$ cat src/rtl/mux_scan_pkg.sv
// Shared types and constants for the mux scan serializer.
// Used by the controller and its bit-period strobe generator.
package mux_scan_pkg;

    localparam int SEL_W  = 3;
    localparam int DATA_W = 8;
    localparam logic [SEL_W-1:0] SEL_LAST = 3'b111;

    typedef enum logic [1:0] {
        IDLE  = 2'd0,
        SHIFT = 2'd1,
        DONE  = 2'd2
    } state_t;

    // Appends one sampled bit to the capture word, MSB first.
    function automatic logic [DATA_W-1:0] shift_in(
        input logic [DATA_W-1:0] cap,
        input logic              b
    );
        return {cap[DATA_W-2:0], b};
    endfunction

endpackage

$ cat src/rtl/mux_scan_serializer_bit_tick_gen.sv
// Bit-period strobe: tick is high in the last cycle of each TICK_DIV-cycle period.
// clr holds the period counter at zero while no frame is shifting.
module bit_tick_gen #(
    parameter int TICK_DIV = 1
) (
    input  logic clk,
    input  logic rst,
    input  logic clr,
    output logic tick
);

    localparam int CNT_W = $clog2(TICK_DIV) + 1;
    localparam logic [CNT_W-1:0] CNT_LAST = CNT_W'(TICK_DIV - 1);
    localparam logic [CNT_W-1:0] CNT_ONE  = CNT_W'(1);

    logic [CNT_W-1:0] cnt_r;

    // Period counter, restarts after every strobe.
    always_ff @(posedge clk) begin
        if (rst) begin
            cnt_r <= {CNT_W{1'b0}};
        end else if (clr || tick) begin
            cnt_r <= {CNT_W{1'b0}};
        end else begin
            cnt_r <= cnt_r + CNT_ONE;
        end
    end

    assign tick = (cnt_r == CNT_LAST);

endmodule

$ cat src/rtl/mux_scan_serializer.sv
// Drives a byte onto an external 8:1 mux, walks the select 0..7 and samples the
// mux output into an MSB-first stream; the reassembled byte exposes mux/wiring faults.
module mux_scan_serializer
    import mux_scan_pkg::*;
#(
    parameter int TICK_DIV = 1
) (
    input  logic              clk,
    input  logic              rst,
    input  logic              in_valid,
    input  logic [DATA_W-1:0] in_data,
    output logic              in_ready,
    output logic [SEL_W-1:0]  mux_s,
    output logic [DATA_W-1:0] mux_d,
    input  logic              mux_y,
    output logic              bit_valid,
    output logic              bit_out,
    output logic              frame_done,
    output logic [DATA_W-1:0] frame_data,
    output logic              frame_err,
    output logic              busy
);

    state_t            state_r;
    logic [DATA_W-1:0] capture_r;
    logic [DATA_W-1:0] cap_next_s;
    logic              tick_s;
    logic              clr_s;

    assign clr_s      = (state_r != SHIFT);
    assign cap_next_s = shift_in(capture_r, mux_y);
    assign in_ready   = (state_r == IDLE);
    assign busy       = (state_r != IDLE);

    bit_tick_gen #(
        .TICK_DIV (TICK_DIV)
    ) u_tick (
        .clk  (clk),
        .rst  (rst),
        .clr  (clr_s),
        .tick (tick_s)
    );

    // Frame FSM; the frame result is registered on the final sampling edge so
    // frame_done lines up with the last bit_valid in the single DONE cycle.
    always_ff @(posedge clk) begin
        if (rst) begin
            state_r    <= IDLE;
            capture_r  <= {DATA_W{1'b0}};
            mux_s      <= {SEL_W{1'b0}};
            mux_d      <= {DATA_W{1'b0}};
            bit_valid  <= 1'b0;
            bit_out    <= 1'b0;
            frame_done <= 1'b0;
            frame_data <= {DATA_W{1'b0}};
            frame_err  <= 1'b0;
        end else begin
            bit_valid  <= 1'b0;
            frame_done <= 1'b0;
            case (state_r)
                IDLE: begin
                    if (in_valid) begin
                        mux_d     <= in_data;
                        mux_s     <= {SEL_W{1'b0}};
                        capture_r <= {DATA_W{1'b0}};
                        state_r   <= SHIFT;
                    end else begin
                        state_r   <= IDLE;
                    end
                end
                SHIFT: begin
                    if (tick_s) begin
                        capture_r <= cap_next_s;
                        bit_out   <= mux_y;
                        bit_valid <= 1'b1;
                        if (mux_s == SEL_LAST) begin
                            state_r    <= DONE;
                            frame_done <= 1'b1;
                            frame_data <= cap_next_s;
                            frame_err  <= (cap_next_s != mux_d);
                        end else begin
                            mux_s <= mux_s + 3'd1;
                        end
                    end else begin
                        state_r <= SHIFT;
                    end
                end
                DONE: begin
                    state_r <= IDLE;
                    mux_s   <= {SEL_W{1'b0}};
                end
                default: begin
                    state_r <= IDLE;
                    mux_s   <= {SEL_W{1'b0}};
                end
            endcase
        end
    end

endmodule

$ cat config.mk
export PLATFORM = sky130hd
export DESIGN_NAME = mux_scan_serializer
export DESIGN_NICKNAME = d
export VERILOG_FILES = /design/src/rtl/mux_scan_pkg.sv /design/src/rtl/mux_scan_serializer_bit_tick_gen.sv /design/src/rtl/mux_scan_serializer.sv
export SDC_FILE = /design/constraint.sdc
export NUM_CORES = 1
export LEC_CHECK = 0
export ABC_AREA = 0
export BUFFER_PORTS_ARGS = -buffer_cell sky130_fd_sc_hd__buf_4
export CORE_MARGIN = 5
export CORE_UTILIZATION = 46
export CTS_CLUSTER_SIZE = 24
export DETAILED_ROUTE_END_ITERATION = 10
export PLACE_DENSITY_LB_ADDON = 0.2
export SYNTH_ARGS = -nofsm -noshare
export SYNTH_HDL_FRONTEND = slang
export SYNTH_SLANG_ARGS = --single-unit
$ cat constraint.sdc
create_clock -name clk -period 1.3 [get_ports clk]
set_input_delay 0.13 -clock clk [delete_from_list [all_inputs] [get_ports clk]]
set_output_delay 0.13 -clock clk [all_outputs]
set_load 0.05 [all_outputs]
Word level (Yosys, flattened, before mapping):

Index checks and enable logic that the tools add are counted.

* bits of input ports: 12
* word-level logic and storage cells: 47
* register bits: 33
* output and inout port bits: 25

* add/sub/neg operators: 2
* multiplexer cells: 13
* reduce and logical (&&, ||, !) cells: 12
* bitwise logic cells: 2
* equality and inequality tests: 8

Operators by type and width (number)
* two-way mux 7 bit: 2
* case mux 7 bit (2 select lines): 1
* two-way mux 3 bit: 3
* AND reduction 3 bit: 3
* != test 8 bit: 1
* != test 2 bit (second input constant): 3
* case mux 3 bit (2 select lines): 1
* two-way mux 2 bit: 2
* case mux 2 bit (2 select lines): 1
* AND reduction 2 bit: 2
* nonzero test 2 bit: 2
* OR reduction 2 bit: 2
* adder 3 x 1 -> 3 bit (second input constant): 1
* == test 3 bit (second input constant): 1
* two-way mux 1 bit: 3
* != test 3 x 2 -> 1 bit (second input constant): 1
* OR reduction 3 bit: 1
* == test 2 x 1 -> 1 bit (second input constant): 1
* logical NOT 2 bit: 1
* != test 2 x 1 -> 1 bit (second input constant): 1
* inverter 1 bit: 2
* adder 1 bit (second input constant): 1
* logical OR 1 bit: 1

Logic depth before layout (Yosys ltp):

Gate-level depths: netlist of the first run.

* depth in word-level cells: 4
* gate-level depth with buffers: 6
* mapped depth without buffers: 5

Hierarchy:

Synthesis of the first run repeated with hierarchy kept, for this count alone.

* cells, all modules: 150
* area, all modules: 1387.6 µm²

By module, submodules not included
* mux_scan_serializer: times used 1, area each 1360.1 µm², cells an instance 147, seq. area each 640.6 µm²
* bit_tick_gen: times used 1, area each 27.5 µm², cells an instance 3, seq. area each 20.0 µm²

Worst setup path before layout of the first run:

OpenSTA, ideal clock, no wires.

* kind: register to register
* from: reg mux_s[0]
* to: reg frame_err
* arrival time: 1.612 ns
* slack: -0.384 ns
* clock period less this slack: 1.684 ns
* stages on the path, launching flop included: 7
* library setup time: 0.073 ns
* data required time: 1.227 ns
* cells stage by stage: dfxtp_1 -> ha_1 -> ha_1 -> and2_4 -> buf_12 -> nor2_2 -> nor3_2

* word-level cells in the longest chain between the ends: 2

RTL lines
* from (decl): line mux_scan_serializer.sv:13 `output logic [SEL_W-1:0] mux_s,`
* from (signal assigned): line mux_scan_serializer.sv:50 `mux_s <= {SEL_W{1'b0}};`
* from (signal assigned): line mux_scan_serializer.sv:64 `mux_s <= {SEL_W{1'b0}};`
* from (signal assigned): line mux_scan_serializer.sv:82 `mux_s <= mux_s + 3'd1;`
* == test 3 bit: line mux_scan_serializer.sv:76 `if (mux_s == SEL_LAST) begin`
* AND reduction 3 bit (no line)
* to (signal assigned): line mux_scan_serializer.sv:80 `frame_err <= (cap_next_s != mux_d);`
* to (decl): line mux_scan_serializer.sv:20 `output logic frame_err,`

Every way passes these cells.
A chain may end at the register's enable or synchronous reset.

Worst setup path after layout of the first run:

* from: reg mux_s[0]
* to: reg mux_s[2]

* word-level cells in the longest chain between the ends: 4
* elaborated cells between the ends (all ways): 7
* those cells by class: 1 x add/sub; 2 x eq/ne; 3 x mux; 1 x reduce/logical

RTL lines
* adder 3 x 1 -> 3 bit: line mux_scan_serializer.sv:82
* two-way mux 3 bit: line mux_scan_serializer.sv:76
* two-way mux 3 bit: line mux_scan_serializer.sv:72 `if (tick_s) begin`
* case mux 3 bit (2 select lines): line mux_scan_serializer.sv:60 `case (state_r)`

Parallel ways exist; a longest one is shown, timed or not. The select of a mux whose other input is x is not followed.

==> impl_results.md, run 1 <==
* EDFF count, synth at 0
* Avg Vias per Cell at 5.03
* Cell Pwr Density at 1230 nW/um2
* Dominant register cell in the synthesized netlist: dfxtp_1
* Fin. max-slew vios at 0
* Initial Util at 49.0%
* Hold buffers post-CTS at 0
* Fin. Hold Viols at 0
* Area taken by multi-input logic gates at 698 um2
* Max capacitance violation total at 0
* Synth warnings at 0
* H-Tree Depth at 2
* Number of CTS-inserted buffers at 5
* Io pins at 37
* Number of distinct standard cells referenced by the synthesized netlist at 28
* Starting DRT DRC Count at 38
* Post-synthesis cell count at 147
* Path class of the lowest-slack min-delay path: in2reg
* Sequential cell area in the final layout at 677 um2
* GRT Util Overall at 15.2%
* Die area at 4180 um2
* Final Cell Area at 1820 um2
* Final period utilization at 99.4%
* Most frequent cell after synthesis: dfxtp_1
* Total core area at 2810 um2
* Detailed placement HPWL at 2150 um
* Number of sinks handled by clock tree synthesis at 33
* Final ANT Viol Nets at 0
* Most prevalent standard cell on the critical path: ha_4
* Number of search-and-repair iterations in the first detailed-routing pass at 4
* Post-Synthesis Cell Area at 1370 um2
* I/O Buffers at 36
* Clock latency of the later-clocked register in the worst-skew pair at 0.34 ns
* Top area cells in the synthesized netlist: dfxtp_1 (48%), nand2_1 (6.0%), mux2i_1 (5.8%)
* Vias in the first global route at 1110
* Setup violations, final at 0
* Post-synthesis sequential area ratio at 48.1%
* Placement Rows at 19
* Fin worst setup slack at 0.00722 ns
* Commonest cells in the netlist: dfxtp_1 (33), nand2_1 (22), nor2_1 (15), a21oi_1 (11)
* Critical path's slowest cell: dfxtp_4
* Gp weighted congestion at 0.789
* Async set-or-reset flop fraction in the synthesized netlist at 0%
* LEAKAGE at 0.000730 uW
* Clock skew at 0.0179 ns
* Synth Area per Inst at 9.35 um2
* Chip width at 64.7 um
* Critical path arrival at 1.51 ns
* Clock slew seen by the registers of the worst setup and hold paths at 0.11 ns
* Ordered list of cells on the worst path: ha_4 > ha_4 > o211a_1 > a22oi_1 > nor2_1
* Area share of the largest cell type after synthesis at 48.1%
* WL final at 2880 um
* Via Count at 1097
* Final Non-Filler Cells at 218
* Startpoint of the worst-slack reg-to-reg timing path: mux_s[0]
* Total Power at 2240 uW
* Critical path's largest stage delay at 0.37 ns
* Post-synthesis cell type with the largest combined area: dfxtp_1
* Antenna violations before repair at 0
* Largest net degree at the start of global routing at 33
* Routed wire length per instance at 13.2 um
* Final-layout setup total negative slack at 0 ns
* Worst Setup End Kind: flop
* Placed standard-cell area at 1700 um2
* # resized after CTS at 0
* Type of the setup path with the least slack: reg2reg
* Number of inserted diodes at 0
* CP Launch Type: flop
* Clock tree from TritonCTS: built
* Outcome: completed
* Placement-stage worst setup slack at 0.0304 ns
* Period minus WS final at 1.29 ns
* Critical path peak fanout at 6
* GRT overflow at 0
* RSZ-0062 raised after global routing: true
* Number of placed instances, taps included at 210
* Endpoint required time on the critical path at 1.52 ns
* Vertical die dimension at 64.7 um
* Seq cells post-synth at 33
* Signed area change from the synthesized netlist to the final layout at 32.1%
* Timing startpoint of the critical path: mux_s[0]
* Final net count at 200
* Maximum clock frequency at 774 MHz
* Cell at the root of the clock tree: clkbuf_4
* Final routed DRC violation total at 0
* Fraction of final layout cells with drive strength greater than 1 at 40.6%
* Wire length of the first global-routing pass at 4950 um
* Postcts setup bufs at 0
* Synthesized Nets at 161
* Start point of the worst min-delay path: in_data[0]
* Max Root-Sink Buffers at 2
* FILL cells at 236
* IR Drop Worst-Case VDD at 1080 uV
-- kinds of logic after synthesis --
kind of cell | Yosys count | share of synthesized area, %
compound gates | 23 | 11.6
xor+xnor | 8 | 5.10
fa+ha+maj | 2 | 1.82
buf+inv | 9 | 4.28
flops | 33 | 48.1
mux | 8 | 5.83
other cells | 1 | 0.273
simple gates | 63 | 23.0
-- critical path: cells and delay by family (launching register included) --
family                   cells  cell delay [ns]
flip-flops                   1             0.37
AO/OA/AOI/OAI                2             0.41
AND/OR/NAND/NOR              1             0.06
adder cells (fa/ha/maj)      2             0.33
-- state kept, by name, summed over array words and instances (netlist names) --
| name | count |
|---|---|
| bit_out | 1 |
| bit_valid | 1 |
| capture_r | 7 |
| frame_data | 8 |
| frame_done | 1 |
| frame_err | 1 |
| mux_d | 8 |
| mux_s | 3 |
| state_r | 2 |
| u_tick.cnt_r | 1 |
-- power by group --
group	switching [uW]	leakage (uW)	total, uW	internal (uW)
Combinational	187	0.000406	309	122
Sequential	28.4	0.000272	1060	1030
Clock	353	0.0000534	872	518
Total	569	0.000730	2240	1670
-- cell usage in the layout, fill, tap and decap left out, drive strengths merged --
master,instances
or3b,1
nor2,18
xnor2,8
nor3,3
and2,2
o211a,1
clkbuf,6
nor3b,1
nand2b,3
dfxtp,33
nand2,26
nor2b,1
a21oi,19
conb,1
inv,2
a22oi,2
nand4,2
buf,39
ha,2
clkinv,1
mux2i,8
a21o,1
nand3,6
bufinv,1
-- layer usage --
layer | track usage (%) | up-vias | part of all wire [%]
met1 | 18.0 | 496 | 43
met5 | 0 | - | 0
met2 | 24.9 | 28 | 50
li1 | - | 566 | -
met4 | 6.33 | 0 | 2.1
met3 | 5.87 | 7 | 5.1
-- per-stage QoR --
step	util (%)	hold WS [ns]
after floorplan	-	0.199
after global placement	60.4	0.365
after detailed placement	60.4	0.371
after CTS	63.9	0.0122
after global routing	64.7	0.00553
final	64.7	0.0264
-- path summary, 6_finish.rpt --
path                        end  slack [ns]  cells after the start
setup / recovery       mux_s[2]       0.007                      5
hold reg to reg   frame_data[7]        0.46                      2
setup reg to reg       mux_s[2]       0.007                      5
hold / removal         mux_d[0]        0.03                      3
-- layout make-up --
type                    count  share of cell area (%)
inverters                   2                   0.414
flip-flops and latches     33                    37.3
multi-input cells         105                    38.5
well taps                  31                    2.14
repair buffers             39                    16.3
clock buffers               6                    3.45
clock inverters             2                    1.93
Note: power is estimated with default switching activity, not from simulation.
==> inputs of run 2 (changes only) <==
--- a/config.mk
+++ b/config.mk
@@ -11,7 +11,7 @@
 export CORE_UTILIZATION = 46
 export CTS_CLUSTER_SIZE = 24
 export DETAILED_ROUTE_END_ITERATION = 10
-export PLACE_DENSITY_LB_ADDON = 0.2
+export PLACE_DENSITY_LB_ADDON = 0.05
 export SYNTH_ARGS = -nofsm -noshare
 export SYNTH_HDL_FRONTEND = slang
 export SYNTH_SLANG_ARGS = --single-unit
==> impl_results.md, run 2 (same netlist as run 1, synthesis figures left out) <==
* NetSw at 576 uW (+1.3%)
* Switching Share at 25.6% (+0.22 points)
* Critical path's largest stage delay at 0.37 ns (about the same)
* Fin. max-slew vios at 0 (unchanged)
* Combinational fraction of design power at 13.8% (about the same)
* Path class of the lowest-slack min-delay path: in2reg
* Type of the setup path with the least slack: reg2reg
* Largest net degree at the start of global routing at 33 (unchanged)
* Io pins at 37 (unchanged)
* WL final at 2950 um (+2.6%)
* Pint at 1670 uW (+0.11%)
* H-Tree Depth at 2 (unchanged)
* Signed area change from the synthesized netlist to the final layout at 32.2% (about the same)
* Detailed placement HPWL at 2190 um (+1.8%)
* Capturing instance or port of the critical path: mux_s[0]
* GRT overflow at 0 (unchanged)
* LEAKAGE at 0.000732 uW (+0.22%)
* Final routed DRC violation total at 0 (unchanged)
* Regs by FF count: frame_data: 8 flops, mux_d: 8 flops, capture_r: 7 flops
* Most common cell after layout, fill and taps aside: buf_4
* Capture instance of the worst register-to-register path: mux_s[0]
* Final-layout setup total negative slack at 0 ns (unchanged)
* Fin. Hold Viols at 0 (unchanged)
* Period minus WS final at 1.30 ns (+0.00629 ns)
* Final Cell Area at 1820 um2 (about the same)
* Vias in the first global route at 1156 (+4.1%)
* Final net count at 201 (+0.50%)
* Startpoint of the worst-slack reg-to-reg timing path: mux_s[1]
* CP Launch Type: flop
* Clock skew at 0.0111 ns (-0.00681 ns)
* Clock latency of the later-clocked register in the worst-skew pair at 0.34 ns (about the same)
* Clock slew seen by the registers of the worst setup and hold paths at 0.10 ns (about the same)
* Initial Util at 49.0% (unchanged)
* Setup slack of the worst register-to-register path at 0.0009 ns (about the same)
* Cell Pwr Density at 1240 nW/um2 (+0.34%)
* Outcome: completed
* Chip width at 64.7 um (unchanged)
* Maximum clock frequency at 770 MHz (-0.48%)
* Total core area at 2810 um2 (unchanged)
* RSZ-0062 raised after global routing: true
* Critical path arrival at 1.51 ns (about the same)
* Avg Vias per Cell at 5.13 (+2.0%)
* Number of CTS-inserted buffers at 5 (unchanged)
* Max Root-Sink Buffers at 2 (unchanged)
* I/O Buffers at 36 (unchanged)
* Fraction of final layout cells with drive strength greater than 1 at 42.0% (+1.4 points)
* Placed standard-cell area at 1690 um2 (-0.44%)
* Routed wire length per instance at 13.5 um (+2.1%)
* Final ANT Viol Nets at 0 (unchanged)
* Max capacitance violation total at 0 (unchanged)
* Worst Setup End Kind: flop
* Die area at 4180 um2 (unchanged)
* Path depth of the worst reg2reg path at 5 (unchanged)
* Via Count at 1124 (+2.5%)
* Clock group share of total power at 39.0% (about the same)
* Starting DRT DRC Count at 43 (+13%)
* Number of sinks handled by clock tree synthesis at 33 (unchanged)
* Top library cells by usage in the layout, fill and taps aside: buf_4 (39), dfxtp_1 (28), nand2_1 (22)
* Critical path peak fanout at 6 (unchanged)
* GRT Util Overall at 15.4% (+0.13 points)
* Setup violations, final at 0 (unchanged)
* Number of inserted diodes at 0 (unchanged)
* Most prevalent standard cell on the critical path: ha_4
* Vertical die dimension at 64.7 um (unchanged)
* Placement Rows at 19 (unchanged)
* Hold buffers post-CTS at 0 (unchanged)
* Wire length of the first global-routing pass at 5020 um (+1.4%)
* Clock tree from TritonCTS: built
* Cell at the root of the clock tree: clkbuf_4
* Number of search-and-repair iterations in the first detailed-routing pass at 4 (unchanged)
* Critical path's slowest cell: dfxtp_4
* Gp weighted congestion at 0.793 (+0.55%)
* Antenna violations before repair at 0 (unchanged)
* Register share of total power at 47.2% (about the same)
* Ordered list of cells on the worst path: ha_4 > ha_4 > o211a_4 > a21oi_1 > nor2_1
* Timing startpoint of the critical path: mux_s[1]
* IR Drop Worst-Case VDD at 641 uV (-41%)
* Final period utilization at 99.9% (+0.48 points)
* Endpoint required time on the critical path at 1.51 ns (about the same)
[run 2: worst max-delay path: cells and delay by family (launching register included)]
| family | cells | cell delay [ns] |
|---|---|---|
| compound gates | 2 | 0.41 |
| fa+ha+maj | 2 | 0.34 |
| flops | 1 | 0.37 |
| simple gates | 1 | 0.07 |
[run 2: worst min path at each step]
| stage | start | end | cells past startpoint | slack, ns |
|---|---|---|---|---|
| final | in_data[4] | mux_d[4] | 3 | 0.02 |
| after global routing | in_data[4] | mux_d[4] | 3 | 0.009 |
| after CTS | in_data[4] | mux_d[4] | 3 | 0.01 |
| after detailed placement | in_data[0] | mux_d[0] | 3 | 0.37 |
| after global placement | in_data[5] | mux_d[5] | 3 | 0.36 |
| after floorplan | rst | frame_data[7] | 1 | 0.20 |
[run 2: metrics by stage]
step | total power [uW] | std cells | utilization [%] | setup WS, ns | hold WS (ns)
after floorplan | 1300 | 147 | - | -0.0274 | 0.199
after detailed placement | 1390 | 209 | 60.2 | -0.0195 | 0.375
after CTS | 2260 | 217 | 64.1 | 0.00479 | 0.0109
after global placement | 1380 | 209 | 60.2 | 0.0530 | 0.361
final | 2250 | 219 | 64.8 | 0.000927 | 0.0219
after global routing | 2340 | 219 | 64.8 | -0.0616 | 0.00868
[run 2: timing repair]
| action | 4_1_cts | 5_1_grt |
|---|---|---|
| cloned | 0 | 0 |
| hold endpoints to repair | 0 | 0 |
| gates resized for setup | 2 | 1 |
| setup buffers | 0 | 2 |
| endpoints found under the setup margin | 2 | 6 |
| pin swaps | 0 | 0 |
[run 2: layout make-up]
| class | count | area (um2) |
|---|---|---|
| Sequential cell | 33 | 672 |
| Timing Repair Buffer | 40 | 304 |
| Tap cell | 31 | 38.8 |
| Inverter | 2 | 7.51 |
| Clock inverter | 2 | 35.0 |
| Multi-Input combinational cell | 105 | 697 |
| Fill cell | 260 | 988 |
| Clock buffer | 6 | 62.6 |
[run 2: metal layers]
metal	GRT usage (%)	up-vias	share of wire (%)
met2	25.6	30	48
met3	6.22	7	6.5
met4	6.33	0	1.8
li1	-	564	-
met1	17.5	523	44
met5	0	-	0
[run 2: power by group through the flow]
stage               logic, uW  registers (uW)  clock network [uW]
floorplan                 145            1150                   0
global placement          297            1080                   0
detailed placement        302            1090                   0
CTS                       308            1060                 894
global route              331            1070                 947
finish                    311            1060                 878
==> inputs of run 3 (changes only) <==
--- a/config.mk
+++ b/config.mk
@@ -8,7 +8,7 @@
 export ABC_AREA = 0
 export BUFFER_PORTS_ARGS = -buffer_cell sky130_fd_sc_hd__buf_4
 export CORE_MARGIN = 5
-export CORE_UTILIZATION = 46
+export CORE_UTILIZATION = 45
 export CTS_CLUSTER_SIZE = 24
 export DETAILED_ROUTE_END_ITERATION = 10
 export PLACE_DENSITY_LB_ADDON = 0.05
==> impl_results.md, run 3 (same netlist as run 1, synthesis figures left out) <==
* Clock latency of the later-clocked register in the worst-skew pair at 0.32 ns (-0.02 ns)
* Fin. Hold Viols at 0 (unchanged)
* Largest net degree at the start of global routing at 33 (unchanged)
* Top library cells by usage in the layout, fill and taps aside: buf_4 (38), dfxtp_1 (28), nand2_1 (21)
* Clock skew at 0.00281 ns (-0.00831 ns)
* IR Drop Worst-Case VDD at 595 uV (-7.2%)
* Total Power at 1880 uW (-16%)
* Sequential cell area in the final layout at 672 um2 (unchanged)
* Total core area at 2980 um2 (+6.2%)
* Number of placed instances, taps included at 211 (+0.96%)
* Period minus WS final at 1.27 ns (-0.0294 ns)
* Vias in the first global route at 1099 (-4.9%)
* Clock tree from TritonCTS: built
* Placed standard-cell area at 1690 um2 (+0.15%)
* Timing startpoint of the critical path: mux_s[0]
* H-Tree Depth at 2 (unchanged)
* Via Count at 1086 (-3.4%)
* Endpoint required time on the critical path at 1.51 ns (about the same)
* Number of search-and-repair iterations in the first detailed-routing pass at 4 (unchanged)
* Worst Setup End Kind: flop
* Io pins at 37 (unchanged)
* Detailed placement HPWL at 2130 um (-2.6%)
* Fin. max-slew vios at 0 (unchanged)
* Final Cell Area at 1790 um2 (-1.7%)
* Cell at the root of the clock tree: clkbuf_4
* Regs by FF count: frame_data: 8 flops, mux_d: 8 flops, capture_r: 7 flops
* GRT overflow at 0 (unchanged)
* Avg Vias per Cell at 4.98 (-2.9%)
* Fraction of final layout cells with drive strength greater than 1 at 43.2% (+1.2 points)
* Clock slew seen by the registers of the worst setup and hold paths at 0.09 ns (about the same)
* Fin util at 60.0% (-4.8 points)
* GRT Util Overall at 15.1% (-0.32 points)
* Most common cell after layout, fill and taps aside: buf_4
* Startpoint of the worst-slack reg-to-reg timing path: mux_s[0]
* Cell Pwr Density at 1050 nW/um2 (-15%)
* Final routed DRC violation total at 0 (unchanged)
* CP Launch Type: flop
* Chip width at 65.3 um (+0.94%)
* WL final at 2890 um (-2.1%)
* LEAKAGE at 0.000703 uW (-3.9%)
* Setup violations, final at 0 (unchanged)
* Area taken by multi-input logic gates at 727 um2 (+4.3%)
* Hold buffers post-CTS at 0 (unchanged)
* Gp weighted congestion at 0.782 (-1.4%)
* I/O Buffers at 36 (unchanged)
* Antenna violations before repair at 0 (unchanged)
* Final period utilization at 97.7% (-2.3 points)
* Wire length of the first global-routing pass at 4910 um (-2.2%)
* Critical path arrival at 1.48 ns (-0.03 ns)
* Path class of the lowest-slack min-delay path: in2reg
* Final net count at 200 (-0.50%)
* Critical path peak fanout at 6 (unchanged)
* Routed wire length per instance at 13.3 um (-1.7%)
* Number of CTS-inserted buffers at 5 (unchanged)
* Starting DRT DRC Count at 21 (-51%)
* Outcome: completed
* Placement Rows at 20 (+1)
* Final-layout setup total negative slack at 0 ns (unchanged)
* Number of inserted diodes at 0 (unchanged)
* Signed area change from the synthesized netlist to the final layout at 30.1%
* Number of sinks handled by clock tree synthesis at 33 (unchanged)
* Die area at 4260 um2 (+1.9%)
* Maximum clock frequency at 788 MHz (+2.3%)
* FILL cells at 283 (+8.8%)
* Final Non-Filler Cells at 218 (-0.46%)
* Initial Util at 46.1% (-2.8 points)
* Type of the setup path with the least slack: reg2reg
* Vertical die dimension at 65.3 um (+0.94%)
* RSZ-0062 raised after global routing: true
* Max Root-Sink Buffers at 2 (unchanged)
* Max capacitance violation total at 0 (unchanged)
* Final ANT Viol Nets at 0 (unchanged)
* Start point of the worst min-delay path: in_data[4]
-- run 3: report_power, final --
| group | internal [uW] | switching [uW] |
|---|---|---|
| Combinational | 126 | 192 |
| Clock | 187 | 313 |
| Sequential | 1030 | 30.2 |
| Total | 1350 | 535 |
-- run 3: path summary, 6_finish.rpt --
check	endpoint	slack, ns	depth (start not counted)
worst max-delay path	mux_s[1]	0.03	5
worst min-delay path	mux_d[4]	0.03	3
worst max register to register	mux_s[1]	0.03	5
worst min register to register	frame_data[7]	0.47	2
-- run 3: worst max-delay path: stages (launching register included) --
cell and delay [ns]:
dfxtp_4 0.37, ha_4 0.16, ha_4 0.18, o211a_4 0.25, a22oi_2 0.15, nor2_1 0.05
-- run 3: timing repair --
action / CTS / global route
hold endpoints to repair: 0 / 0
endpoints found under the setup margin: 0 / 12
setup buffers: 0 / 1
gates resized for setup: 0 / 9
-- run 3: metrics by stage --
step | hold slack, ns | setup WS, ns
6_report | 0.0345 | 0.0304
2_1_floorplan | 0.199 | -0.0274
3_3_place_gp | 0.360 | 0.0521
3_5_place_dp | 0.373 | 0.0229
5_1_grt | 0.0275 | -0.0259
4_1_cts | 0.0202 | 0.00941
-- run 3: metal layers --
layer	wire length, um	vias up	track usage, %	part of all wire [%]
met5	0	-	0	0
met4	48	0	6.48	1.7
met3	160	6	5.81	5.5
met2	1340	29	22.9	46
met1	1340	488	18.9	46
li1	-	563	-	-
-- run 3: area by class of cell --
cell class                      count  area share, %
Clock buffer                        5           2.10
Clock inverter                      1          0.280
Inverter                            2          0.420
Multi-Input combinational cell    105           40.7
Sequential cell                    33           37.6
Tap cell                           33           2.31
Timing Repair Buffer               39           16.6
